File: src/rtl/cla_pkg.sv
// Shared definitions for the CLA nibble sequencer.
// Holds state encoding, nibble width and the nibble-count helper.
package cla_pkg;

  localparam int NIB_W = 4;

  typedef enum logic [1:0] {
    IDLE = 2'd0,
    RUN  = 2'd1,
    DONE = 2'd2
  } seq_state_t;

  function automatic int nib_count(input int width);
    return width / NIB_W;
  endfunction

endpackage

File: src/rtl/cla_nibble_sequencer.sv
// Feeds a 4-bit CLA one nibble per cycle, LSB first, chaining carry.
// Optional subtract: define CLA_NIBBLE_SEQUENCER_SUB_EN to add in_sub.
module cla_nibble_sequencer
  import cla_pkg::*;
#(
  parameter int WIDTH = 16
) (
  input  logic             clk,
  input  logic             rst,
  input  logic             in_valid,
  output logic             in_ready,
  input  logic [WIDTH-1:0] in_a,
  input  logic [WIDTH-1:0] in_b,
  input  logic             in_cin,
`ifdef CLA_NIBBLE_SEQUENCER_SUB_EN
  input  logic             in_sub,
`endif
  output logic [3:0]       nib_a,
  output logic [3:0]       nib_b,
  output logic             nib_cin,
  input  logic [3:0]       nib_s,
  input  logic [4:0]       nib_c,
  output logic             out_valid,
  input  logic             out_ready,
  output logic [WIDTH-1:0] out_sum,
  output logic             out_cout,
  output logic             out_ovf
);

  localparam int NIB   = nib_count(WIDTH);
  localparam int IDX_W = (NIB > 1) ? $clog2(NIB) : 1;
  localparam logic [IDX_W-1:0] IDX_LAST = IDX_W'(NIB - 1);

  if ((WIDTH % NIB_W) != 0 || WIDTH < NIB_W) begin : g_bad_width
    $error("WIDTH must be a multiple of 4 and at least 4");
  end

  seq_state_t       state_q, state_d;
  logic [IDX_W-1:0] idx_q, idx_d;
  logic [WIDTH-1:0] a_q, a_d;
  logic [WIDTH-1:0] b_q, b_d;
  logic             cin_q, cin_d;
  logic             carry_q, carry_d;
  logic [WIDTH-1:0] sum_q, sum_d;
  logic             cout_q, cout_d;
  logic             ovf_q, ovf_d;
  int               base;

  // Carry bits below bit 3 are not needed here.
  logic unused_nib_c;
  assign unused_nib_c = ^nib_c[2:0];

  assign base = NIB_W * int'(idx_q);

  // Next-state, nibble drive and result assembly.
  always_comb begin
    state_d = state_q;
    idx_d   = idx_q;
    a_d     = a_q;
    b_d     = b_q;
    cin_d   = cin_q;
    carry_d = carry_q;
    sum_d   = sum_q;
    cout_d  = cout_q;
    ovf_d   = ovf_q;
    nib_a   = '0;
    nib_b   = '0;
    nib_cin = 1'b0;
    unique case (state_q)
      IDLE: begin
        if (in_valid) begin
          a_d     = in_a;
`ifdef CLA_NIBBLE_SEQUENCER_SUB_EN
          b_d     = in_sub ? ~in_b : in_b;
          cin_d   = in_sub ? 1'b1 : in_cin;
`else
          b_d     = in_b;
          cin_d   = in_cin;
`endif
          idx_d   = '0;
          state_d = RUN;
        end
      end
      RUN: begin
        nib_a   = a_q[base +: NIB_W];
        nib_b   = b_q[base +: NIB_W];
        nib_cin = (idx_q == '0) ? cin_q : carry_q;
        sum_d[base +: NIB_W] = nib_s;
        carry_d = nib_c[4];
        if (idx_q == IDX_LAST) begin
          cout_d  = nib_c[4];
          ovf_d   = nib_c[4] ^ nib_c[3];
          idx_d   = '0;
          state_d = DONE;
        end else begin
          idx_d = idx_q + 1'b1;
        end
      end
      DONE: begin
        if (out_ready) state_d = IDLE;
      end
      default: state_d = IDLE;
    endcase
  end

  // State and datapath registers with synchronous reset.
  always_ff @(posedge clk) begin
    if (rst) begin
      state_q <= IDLE;
      idx_q   <= '0;
      a_q     <= '0;
      b_q     <= '0;
      cin_q   <= 1'b0;
      carry_q <= 1'b0;
      sum_q   <= '0;
      cout_q  <= 1'b0;
      ovf_q   <= 1'b0;
    end else begin
      state_q <= state_d;
      idx_q   <= idx_d;
      a_q     <= a_d;
      b_q     <= b_d;
      cin_q   <= cin_d;
      carry_q <= carry_d;
      sum_q   <= sum_d;
      cout_q  <= cout_d;
      ovf_q   <= ovf_d;
    end
  end

  assign in_ready  = (state_q == IDLE);
  assign out_valid = (state_q == DONE);
  assign out_sum   = sum_q;
  assign out_cout  = cout_q;
  assign out_ovf   = ovf_q;

endmodule

File: config.mk
export PLATFORM = sky130hd
export DESIGN_NAME = cla_nibble_sequencer
export DESIGN_NICKNAME = d
export VERILOG_FILES = /design/src/rtl/cla_pkg.sv /design/src/rtl/cla_nibble_sequencer.sv
export SDC_FILE = /design/constraint.sdc
export NUM_CORES = 1
export LEC_CHECK = 0
export ABC_AREA = 1
export BUFFER_PORTS_ARGS = -buffer_cell sky130_fd_sc_hd__buf_2
export CORE_UTILIZATION = 45
export CTS_CLUSTER_DIAMETER = 120
export CTS_CLUSTER_SIZE = 24
export DETAILED_ROUTE_END_ITERATION = 16
export GPL_ROUTABILITY_DRIVEN = 0
export PLACE_DENSITY = 0.71
export SYNTH_ARGS = -nofsm -noshare
export SYNTH_HDL_FRONTEND = slang
export SYNTH_SLANG_ARGS = --single-unit
export TNS_END_PERCENT = 100
File: constraint.sdc
create_clock -name clk -period 3.9 [get_ports clk]
set_clock_uncertainty 0.2 [all_clocks]
set_input_delay 0.78 -clock clk [delete_from_list [all_inputs] [get_ports clk]]
set_output_delay 0.78 -clock clk [all_outputs]
set_load 0.01 [all_outputs]
==> impl_results.md <==
- Result of the run: completed
- Post-route cell area: 2904 um2
- Highest clock frequency the design can meet: 296.8 MHz
- Die height: 76.24 um
- Number of maximum-capacitance violations: 0
- Yosys cell types: 26
- Cells after Synth: 347
- Mean post-synth cell area: 7.147 um2
- Hold Vio Cnt, Final: 0
- PortBufs: 71
- Master cell of the clock root buffer: sky130_fd_sc_hd__clkbuf_8
- Number of global-route vias before repair: 2070
- Maximum number of pins on one net before global-route repair: 41
- Hold buffer count at CTS: 0
- Maximum fanout count along the critical path: 12
- Flop and latch count out of synthesis: 56
- Max transition margin: 34.00%
- Clock slew at the register clock pins of the worst setup and hold paths: 0.09 ns
- Portion of the post-synthesis area used by sequential elements: 45.21%
- Total Negative Setup Slacks: 0 ns
- Endpoint required time on the critical path: 2.92 ns
- Simple-Gate Fraction of Synth Area: 27.25%
- Crit Reg-Reg Startpoint: idx_q[1]$_SDFFE_PP0P_
- # nets final: 457
- Top Ports: 75
- Synthesized netlist net count: 398
- Number of diodes: 0
- Final setup violation count: 0
- Slew at the pin with the worst max-slew slack: 0.9889 ns
- CTS tree: yes
- Insertion delay to the later sink of the worst-skew pair: 0.30 ns
- HPWL Detailed: 3633 um
- Total core area: 5205 um2
- Mux contribution to synthesized area: 0%
- Wire length of the first global-routing pass: 9246 um
- Residual DRC count: 0
- Synthesis Warnings: 0
- H-tree depth reported by CTS: 2
- End of the worst register-to-register path: out_sum[15]$_SDFFE_PP0P_
- Crit start category: flip-flop
- Final worst-path cycle share: 86.38%
- Number of iterations in the first detailed-routing pass: 4
- Commonest non-fill, non-tap cell in the layout: sky130_fd_sc_hd__nor2_1
- Hold Worst Slack: 0.2638 ns
- Critical path endpoint: nib_cin
- Drt first-iter violations: 122
- Count of placed standard cells including taps: 469
- Worst setup path category: reg -> out
- IR drop worst, VDD: 175.6 uV
- Path class of the lowest-slack min-delay path: reg -> reg
- Type of element capturing the critical path: primary output
- Overall Power: 0.001139 W
- Gates resized, CTS repair: 0
- Global Route Usage Sum: 19.54%
- Leading cell types in the layout, fill and taps excluded: sky130_fd_sc_hd__nor2_1, sky130_fd_sc_hd__buf_2, sky130_fd_sc_hd__dfxtp_1
- Number of CTS-inserted buffers: 5
- Shortest clock period the worst path allows after layout: 3.369 ns
- Area growth from synthesis to layout: 17.10%
- Area share of fa/ha/maj cells after synthesis: 2.523%
- Met3 routed WL: 292 um
- Vias per cell: 4.790
- Largest family of logic cells by synthesized area: simple AND/OR/NAND/NOR gates
- Post-CTS setup repair buffer count: 0
- Initial antenna violation count: 0
- Cells on worst reg2reg path: 6
- Post-layout instance count excluding filler cells: 477
- Placement row count: 26
- Total Wirelength: 5336 um
- Die area: 5812 um2
- Placed Area: 2811 um2
- Initial core utilization: 47.64%
- Worst Path Arrival: 2.39 ns
- Cell area power density: 392.3 nW/um2
- Width of the chip: 76.24 um
- RSZ-0062 raised after global routing: false
- Worst reg2reg setup slack: 1.40 ns
- Sink count of the clock tree: 56
- Worst Min Path Start: carry_q$_SDFFE_PP0N_
- Number of vias after detailed routing: 2285
- Routed length on met2: 2516 um
- Static leakage: 1.297 nW
- Share of cells above drive strength 1: 22.60%
- Average wire per cell in the routed design: 11.19 um
- Xor/xnor cell area share of the yosys netlist: 0.3532%
- Clk buf depth: 2
- Max layer used: met4
- Post-synthesis instance area: 2480 um2
- CP Launch Point: idx_q[1]$_SDFFE_PP0P_
- Grt total ovfl: 0
- Total routed wire length on the met1 layer: 2510 um
- Max-slew violation count: 0
- Count of antenna-violating nets left after detailed routing: 0
- Post-synthesis compound-gate area fraction: 17.36%
==> critical path, stage by stage (launching register included) <==
cell                       delay, ns
sky130_fd_sc_hd__dfxtp_1        0.61
sky130_fd_sc_hd__clkinv_1       0.47
sky130_fd_sc_hd__ha_1           0.46
sky130_fd_sc_hd__inv_1          0.15
sky130_fd_sc_hd__o21ai_0        0.09
sky130_fd_sc_hd__a21oi_1        0.16
sky130_fd_sc_hd__buf_2          0.16
==> synth_stat cells (all sizes together) <==
cell,count,share of area [%]
clkinv,1,0.15
o21a,2,0.61
buf,13,3.6
o21ai,56,11
nand2,31,5.0
dfxtp,56,45
nand3,6,1.4
xor2,1,0.35
or2,1,0.25
nor3,8,2.0
nor2,118,19
a21oi,27,5.4
clkbuf,7,1.2
ha,5,2.5
inv,15,2.4
==> area by class of cell <==
cell class                      count  area, um2
Fill cell                         540       2301
Clock inverter                      2      10.01
Tap cell                           70      87.58
Inverter                           16      62.56
Multi-Input combinational cell    255       1177
Timing Repair Buffer               72      362.8
Sequential cell                    56       1121
Clock buffer                        6      82.58
==> state kept, by name (all words and copies together), names as in the netlist <==
signal,cells
cin_q,1
idx_q,2
a_q,16
out_cout,1
carry_q,1
out_sum,16
b_q,16
state_q,2
out_ovf,1
==> worst min path at each step <==
stage                                to  cells past startpoint  slack (ns)
2_1_floorplan      carry_q$_SDFFE_PP0N_                      2        0.23
3_3_place_gp       carry_q$_SDFFE_PP0N_                      2        0.24
3_5_place_dp       carry_q$_SDFFE_PP0N_                      2        0.25
4_1_cts            carry_q$_SDFFE_PP0N_                      2        0.26
5_1_grt        out_sum[10]$_SDFFE_PP0P_                      2        0.28
6_report           carry_q$_SDFFE_PP0N_                      2        0.26
==> power by group <==
group	switching [W]	internal [W]
Clock	0.000181	0.000142
Combinational	0.000118	0.0000711
Sequential	0.0000194	0.000608
Total	0.000318	0.000821
==> per-stage QoR <==
stage,util [%],setup slack (ns)
after floorplan,-,1.461
after global placement,54.01,0.9151
after detailed placement,54.01,0.9049
after CTS,55.79,0.5476
after global routing,55.79,0.3626
final,55.79,0.5310
==> routing by layer <==
layer	up-vias	track usage, %
li1	1232	-
met1	986	23.88
met2	65	34.59
met3	2	4.790
met4	0	4.038
met5	-	0
==> cells by family after synthesis <==
kind of cell | Yosys count
XOR/XNOR | 1
AO/OA/AOI/OAI | 85
adder cells (fa/ha/maj) | 5
AND/OR/NAND/NOR | 164
flip-flops | 56
buffers and inverters | 36
Note: power is estimated with default switching activity, not from simulation.
